$ cat src/rtl/mantissa_multiplier.sv
// mantissa_multiplier
//   Sequential 24x24 unsigned mantissa multiplier for the single-precision
//   multiply datapath. Restores the hidden leading one on both fractions and
//   forms the exact 48-bit product by radix-2 shift-and-add, one multiplier
//   bit per cycle. It takes 24 iterations, and the registered product comes
//   with a one-cycle done pulse.
//
//   state | meaning
//   ------+-----------------------------------------------------------
//   IDLE  | waiting for start; product holds the last result
//   RUN   | one shift-and-add iteration per cycle, cnt = iterations done
//
// Ports
//   clk     in   rising-edge clock
//   reset   in   asynchronous active-high reset
//   start   in   request, sampled only in IDLE
//   a_mant  in   MANT_W-bit fraction of operand A (no hidden bit)
//   b_mant  in   MANT_W-bit fraction of operand B (no hidden bit)
//   busy    out  high while a multiplication is in progress
//   done    out  one-cycle pulse, product valid from this cycle on
//   product out  {1,a_mant} * {1,b_mant}, 2*(MANT_W+1) bits, registered

module mantissa_multiplier #(
    parameter int MANT_W = 23
) (
    input  logic                    clk,
    input  logic                    reset,
    input  logic                    start,
    input  logic [MANT_W-1:0]       a_mant,
    input  logic [MANT_W-1:0]       b_mant,
    output logic                    busy,
    output logic                    done,
    output logic [2*(MANT_W+1)-1:0] product
);

    localparam int OP_W   = MANT_W + 1;
    localparam int PROD_W = 2 * OP_W;
    localparam int CNT_W  = $clog2(OP_W);

    typedef enum logic {IDLE, RUN} state_t;

    state_t state, state_nxt;

    logic [OP_W-1:0]  mcand;
    logic [OP_W-1:0]  mplier;
    // Upper half of the running product. The carry out of each add lives in
    // sum for one cycle and is shifted straight into the top bit here, so
    // the bit above it is always zero and is not stored.
    logic [OP_W-1:0]  acc;
    logic [CNT_W-1:0] cnt;
    logic [OP_W:0]    sum;

    logic load;
    logic step;
    logic last;

    always_ff @(posedge clk or posedge reset) begin
        if (reset) begin
            state <= IDLE;
        end else begin
            state <= state_nxt;
        end
    end

    always_comb begin
        state_nxt = state;
        load      = 1'b0;
        step      = 1'b0;
        last      = 1'b0;
        case (state)
            IDLE: begin
                if (start) begin
                    load      = 1'b1;
                    state_nxt = RUN;
                end
            end
            RUN: begin
                step = 1'b1;
                if (cnt == CNT_W'(MANT_W)) begin
                    last      = 1'b1;
                    state_nxt = IDLE;
                end
            end
            default: state_nxt = IDLE;
        endcase
    end

    assign sum  = {1'b0, acc} + (mplier[0] ? {1'b0, mcand} : {(OP_W+1){1'b0}});
    assign busy = (state == RUN);

    always_ff @(posedge clk or posedge reset) begin
        if (reset) begin
            mcand   <= '0;
            mplier  <= '0;
            acc     <= '0;
            cnt     <= '0;
            done    <= 1'b0;
            product <= '0;
        end else begin
            done <= last;
            if (load) begin
                mcand  <= {1'b1, a_mant};
                mplier <= {1'b1, b_mant};
                acc    <= '0;
                cnt    <= '0;
            end else if (step) begin
                // {sum, mplier} >> 1: the add result drops into acc, its
                // lsb enters the top of mplier as the consumed bit leaves.
                acc    <= sum[OP_W:1];
                mplier <= {sum[0], mplier[OP_W-1:1]};
                cnt    <= cnt + CNT_W'(1);
            end
            if (last) begin
                product <= PROD_W'({sum[OP_W:1], sum[0], mplier[OP_W-1:1]});
            end
        end
    end

endmodule

$ cat config.mk
export PLATFORM = sky130hd
export DESIGN_NAME = mantissa_multiplier
export DESIGN_NICKNAME = d
export VERILOG_FILES = /design/src/rtl/mantissa_multiplier.sv
export SDC_FILE = /design/constraint.sdc
export NUM_CORES = 1
export LEC_CHECK = 0
export ABC_CLOCK_PERIOD_IN_PS = 14100
export CORE_UTILIZATION = 35
export CTS_BUF_LIST = sky130_fd_sc_hd__clkbuf_16
export CTS_CLUSTER_DIAMETER = 60
export CTS_CLUSTER_SIZE = 25
export DETAILED_ROUTE_END_ITERATION = 8
export GPL_ROUTABILITY_DRIVEN = 0
export PLACE_DENSITY = 0.56
export RECOVER_POWER = 50
export SYNTH_ARGS = -nofsm -noshare
export SYNTH_HDL_FRONTEND = slang
export SYNTH_SLANG_ARGS = --single-unit
$ cat constraint.sdc
create_clock -name clk -period 14.1 [get_ports clk]
set_clock_uncertainty 0.15 [all_clocks]
set_input_delay 3.525 -clock clk [delete_from_list [all_inputs] [get_ports clk]]
set_output_delay 3.525 -clock clk [all_outputs]
set_load 0.01 [all_outputs]
==> results.json, run 1 <==
{
  "run_status": "finished, violations left",
  "violations": "capacitance limit, slew limit",
  "ff2ff_setup_slack_ns": 6.65,
  "wirelength_um": 14600,
  "clkTransAtPathRegs_ns": 0.06,
  "viasPerCell": 5.06,
  "timing.final.ws_setup_ns": 6.65,
  "cp_cell_sequence": "clkbuf_1, nand2_1, nor2_1, nand3_1, clkinv_1, clkbuf_1, nand3b_1, nand2_1, a31oi_1, nand3_1",
  "hp-class": "flop to flop",
  "numCtsBuffers": 17,
  "yosys.area_share.adder_pct": 5.29,
  "dp.cells": 918,
  "reg2reg_depth": 10,
  "critPathCaptureType": "flop",
  "switching_share_pct": 35.9,
  "ys.flop_type": "dfrtp_1",
  "max_freq_mhz": 134,
  "ir_worst_vdd_uv": 109,
  "critical_path.top_delay_family": "buffers and inverters",
  "crit_path_end": "product[46]",
  "clk_latency_ns": 0.42,
  "drtPass1Iterations": 4,
  "period_share_pct": 52.8,
  "yosysTopAreaCell": "dfrtp_1",
  "postRouteAntennaNets": 0,
  "syn_area_mm2": 0.00629,
  "synthXorXnorAreaFrac_pct": 3.06,
  "nNetsFinal": 787,
  "ys_seq_area_share_pct": 50.5,
  "p_switching_mw": 0.722,
  "crit_fanout": 78,
  "area_delta_synth_final_pct": 28.3,
  "grt_overflow_total": 0,
  "drc_errors": 0,
  "synth_area_leaders": "dfrtp_1, nand2_1, mux2_2",
  "vias": 4806,
  "worstSetupStartpointType": "flop",
  "hold_viol": 0,
  "utilization_pct": 46.3,
  "path_buf_inv": 3,
  "post-place-ws_ns": 8.38,
  "worstSetupPathType": "flop to flop",
  "synth_nets": 700,
  "avgRoutedWirePerCell_um": 15.3,
  "numPortBuffers": 98,
  "required_ns": 14.30,
  "final-setup-viol-count": 0,
  "rsz0062_at_grt": "false",
  "drt-initial-drc-count": 240,
  "antenna_found_initial": 0,
  "initial_core_util_pct": 36.1,
  "cts-root-buf": "clkbuf_16",
  "cts.sinks": 127,
  "crit_slowest_cell": "clkbuf_1",
  "grt_max_degree": 79,
  "fp.dieH_um": 136,
  "r2r_start": "busy",
  "synth.top_cell.area_share_pct": 50.5,
  "maxSlewViolCount": 255,
  "grt_pass1_wl_um": 24000,
  "p_seq_share_pct": 32.6,
  "slowest_delay_ns": 2.30,
  "io_pins": 99,
  "synthMuxAreaShare_pct": 9.27,
  "pwr-share-comb_pct": 44.1,
  "synth_edf_count": 0,
  "rr_endpoint": "product[46]",
  "cts_resized": 0,
  "synthArstFlopShare_pct": 100,
  "p_int_mw": 1.29,
  "cp_num_cells": 10,
  "drive_above_1_share_pct": 10.5,
  "cts_max_path_buffers": 2,
  "synthSimpleGateAreaFrac_pct": 15.9,
  "worstPathArrival_ns": 7.65,
  "chipWidth_um": 136,
  "core_mm2": 0.0174,
  "synth_top_family_by_area": "simple AND/OR/NAND/NOR gates",
  "tritoncts": "done",
  "rows": 48,
  "hpwlAfterDp_um": 9440,
  "avgSynthCellArea_um2": 10.1,
  "track_usage_pct": 16.7,
  "syn_inst": 625,
  "worstSetupStartpoint": "busy",
  "fin_crit_ns": 7.45,
  "clkPwrFrac_pct": 23.2,
  "drv_cap": 5,
  "fin_cells": 950,
  "leakagePower_nw": 3.73,
  "diodes": 0,
  "dieArea_mm2": 0.0185,
  "synth_compound_area_share_pct": 13.5,
  "yosys_warnings": 0,
  "fin_setup_tns_ns": 0,
  "cts_hold_buf": 0,
  "htree_levels": 4,
  "grt_pass1_vias": 4679,
  "tightest_slew_ns": 3.26,
  "hold_depth": 1,
  "ys_seq_elements": 127,
  "ys_types": 54,
  "relSlewSlack_pct": -117,
  "cts_setup_buffers": 0,
  "power_density_mw_per_mm2": 249
}
per-layer routing:
| metal | up-vias | global-route usage (%) | share of wire [%] |
|---|---|---|---|
| met5 | - | 0 | 0 |
| met4 | 0 | 6.48 | 1.4 |
| met3 | 19 | 3.77 | 5.4 |
| met2 | 127 | 24.6 | 44 |
| met1 | 2323 | 23.6 | 49 |
| li1 | 2337 | - | - |
layout by cell type, fill, tap and decap left out, drive strengths merged, types with 14 or more instances in the layout:
cell type and n:
o21ai 50, nor2 16, clkdlybuf4s50 96, ha 25, mux2 31, nand2 160, and2 26, a22o 19
mux2i 23, xnor2 14, dfrtp 127, a21oi 23, clkbuf 21
worst min path at each step:
| stage | to | slack, ns | from |
|---|---|---|---|
| after global routing | mcand[23] | 0.33 | mcand[23] |
| after global placement | mcand[23] | 0.30 | mcand[23] |
| final | mcand[23] | 0.32 | mcand[23] |
| after floorplan | mcand[23] | 0.28 | mcand[23] |
| after CTS | mcand[23] | 0.31 | mcand[23] |
| after detailed placement | mcand[23] | 0.30 | mcand[23] |
synth_stat cells (all sizes together) (8+ instances only):
master and number:
ha 25, nand2 160, nor2 16, xnor2 14, dfrtp 127, mux2 31
a21oi 23, a22o 19, mux2i 23, a31oi 8, o21ai 50, nand3 8
clkbuf 29, xor2 8, and2 26
power by group through the flow:
stage | Combinational [mW] | Clock [mW] | Sequential, mW
2_1_floorplan | 0.594 | 0 | 0.659
3_3_place_gp | 0.868 | 0 | 0.658
3_5_place_dp | 0.884 | 0 | 0.663
4_1_cts | 0.894 | 0.477 | 0.659
5_1_grt | 0.990 | 0.494 | 0.681
6_report | 0.887 | 0.467 | 0.656
flip-flops by register name, summed over array words and instances (netlist names):
name,count
product,48
acc,24
mcand,24
mplier,24
cnt,5
busy,1
done,1
layout make-up:
type / instances / area, um2
multi-input combinational: 457 / 2960
tap: 225 / 282
fill: 1665 / 9350
inverter: 6 / 23.8
clock buffer: 17 / 425
sequential: 127 / 3180
timing repair buffer: 103 / 1000
clock inverter: 15 / 203
per-stage QoR:
stage               instance area, um2  hold WS, ns  power [mW]
global placement                  7460        0.297        1.53
finish                            8070        0.317        2.01
CTS                               8090        0.315        2.03
detailed placement                7460        0.303        1.55
global route                      8070        0.331        2.17
floorplan                         6290        0.281        1.25
logic make-up after synthesis:
logic type,Yosys count
flip-flops,127
adder cells (fa/ha/maj),26
XOR/XNOR,22
buffers and inverters,41
AND/OR/NAND/NOR,228
AO/OA/AOI/OAI,127
multiplexers,54
No activity file was read; power rests on OpenSTA's default activity.
==> inputs of run 2 (changes only) <==
- ABC_CLOCK_PERIOD_IN_PS: 14100 -> 7420
- clock period: 14.1 -> 7.42 ns (I/O delays scaled with it)
==> run 2 against run 1 <==
Effect of this change:
- largest cell class unchanged
- worst hold slack got worse by 0.0015 ns
- critical path type is now primary input to flop
- non-clock buffer count rose by 1
- highest routed layer unchanged
- first-iteration DRC count shrank 18%
- the flow still finishes with violations (capacitance limit, slew limit)
- core utilization decreased by 0.057 points
- critical endpoint is now mcand[18]
- setup slack lost 4.2 ns
==> results.json, run 2 (synthesized netlist as in run 1, its figures left out) <==
{
  "antenna_found_initial": 0,
  "cts_resized": 0,
  "tightest_slew_ns": 3.44,
  "wirelength_um": 14700,
  "reg2reg_depth": 7,
  "regArea_mm2": 0.00318,
  "crit_slowest_cell": "clkbuf_1",
  "numPortBuffers": 98,
  "largest_reg_flops": 48,
  "core_mm2": 0.0174,
  "fin_cells": 950,
  "initial_core_util_pct": 36.1,
  "cts_max_path_buffers": 2,
  "max_freq_mhz": 200,
  "top_register": "product",
  "worstPathArrival_ns": 5.15,
  "leakagePower_nw": 3.73,
  "dp.cells": 919,
  "run_status": "finished, violations left",
  "clk_latency_ns": 0.43,
  "numCtsBuffers": 17,
  "chipWidth_um": 136,
  "nNetsFinal": 788,
  "fp.dieH_um": 136,
  "final-setup-viol-count": 0,
  "rows": 48,
  "cp_num_cells": 4,
  "avgRoutedWirePerCell_um": 15.5,
  "layout_common_cells": "nand2_1, dfrtp_1, clkdlybuf4s50_1, o21ai_0, mux2_2",
  "worstSetupStartpointType": "primary input",
  "clkTransAtPathRegs_ns": 0.06,
  "io_pins": 99,
  "viasPerCell": 5.04,
  "fin_crit_ns": 5.00,
  "cts.sinks": 127,
  "crit_top_cell": "clkbuf_1",
  "area_delta_synth_final_pct": 28.2,
  "ir_worst_vdd_uv": 236,
  "hold_viol": 0,
  "critPathCaptureType": "flop",
  "fin_setup_tns_ns": 0,
  "worstSetupPathType": "primary input to flop",
  "layout_commonest_cell": "nand2_1",
  "period_share_pct": 67.4,
  "hpwlAfterDp_um": 9580,
  "grt_pass1_vias": 4973,
  "cp_cell_sequence": "clkbuf_1, nor2b_2, clkbuf_1, mux2_2",
  "cts_setup_buffers": 0,
  "critical_path.top_delay_family": "buffers and inverters",
  "grt_pass1_wl_um": 24800,
  "htree_levels": 4,
  "nFillCells": 1639,
  "drt-initial-drc-count": 198,
  "power_density_mw_per_mm2": 472,
  "drv_cap": 4,
  "drc_errors": 0,
  "postRouteAntennaNets": 0,
  "maxSlewViolCount": 210,
  "dieArea_mm2": 0.0185,
  "multi_input_area_mm2": 0.00296,
  "tritoncts": "done",
  "relSlewSlack_pct": -130,
  "required_ns": 7.57,
  "slowest_delay_ns": 1.35,
  "rsz0062_at_grt": "false",
  "cts_hold_buf": 0,
  "track_usage_pct": 17.3,
  "path_buf_inv": 2,
  "drtPass1Iterations": 6,
  "cts-root-buf": "clkbuf_16",
  "crit_fanout": 28,
  "grt_max_degree": 79,
  "hp-class": "flop to flop",
  "grt_overflow_total": 0,
  "drive_above_1_share_pct": 11.0,
  "diodes": 0,
  "vias": 4792,
  "hold_depth": 1,
  "violations": "capacitance limit, slew limit"
}
[run 2: stage by stage]
step | total power, mW | hold slack (ns) | utilization [%] | cell area, um2 | setup WS (ns)
after floorplan | 2.38 | 0.281 | - | 6290 | 2.03
after global placement | 2.90 | 0.295 | 42.9 | 7470 | 3.44
after detailed placement | 2.95 | 0.303 | 42.9 | 7470 | 3.38
after CTS | 3.84 | 0.317 | 46.4 | 8070 | 3.84
after global routing | 4.09 | 0.327 | 46.3 | 8060 | 1.92
final | 3.80 | 0.315 | 46.3 | 8060 | 2.42
[run 2: layout make-up]
class,count,share of cell area (%)
Clock buffer,17,5.28
Clock inverter,14,2.19
Inverter,6,0.295
Multi-Input combinational cell,457,36.8
Sequential cell,127,39.5
Tap cell,225,3.49
Timing Repair Buffer,104,12.5
[run 2: report_power, final]
part / switching, mW / leakage (nW) / internal, mW / total (mW)
clock: 0.308 / 0.306 / 0.554 / 0.862
combinational: 0.865 / 1.85 / 0.827 / 1.69
sequential: 0.213 / 1.57 / 1.04 / 1.25
[run 2: path summary, 6_finish.rpt]
| path | startpoint | endpoint | slack [ns] |
|---|---|---|---|
| worst max-delay path | start | mcand[18] | 2.42 |
| worst min-delay path | mcand[23] | mcand[23] | 0.32 |
| worst max register to register | busy | product[42] | 2.83 |
| worst min register to register | mcand[23] | mcand[23] | 0.32 |
| max in group asynchronous | reset | busy | 2.62 |
| min in group asynchronous | reset | product[16] | 2.60 |
[run 2: layer usage]
| metal | global-route usage [%] | vias to the layer above | routed length [um] |
|---|---|---|---|
| met3 | 4.29 | 13 | 640 |
| met2 | 27.9 | 114 | 6720 |
| li1 | - | 2325 | - |
| met4 | 4.75 | 0 | 133 |
| met5 | 0 | - | 0 |
| met1 | 22.9 | 2340 | 7240 |
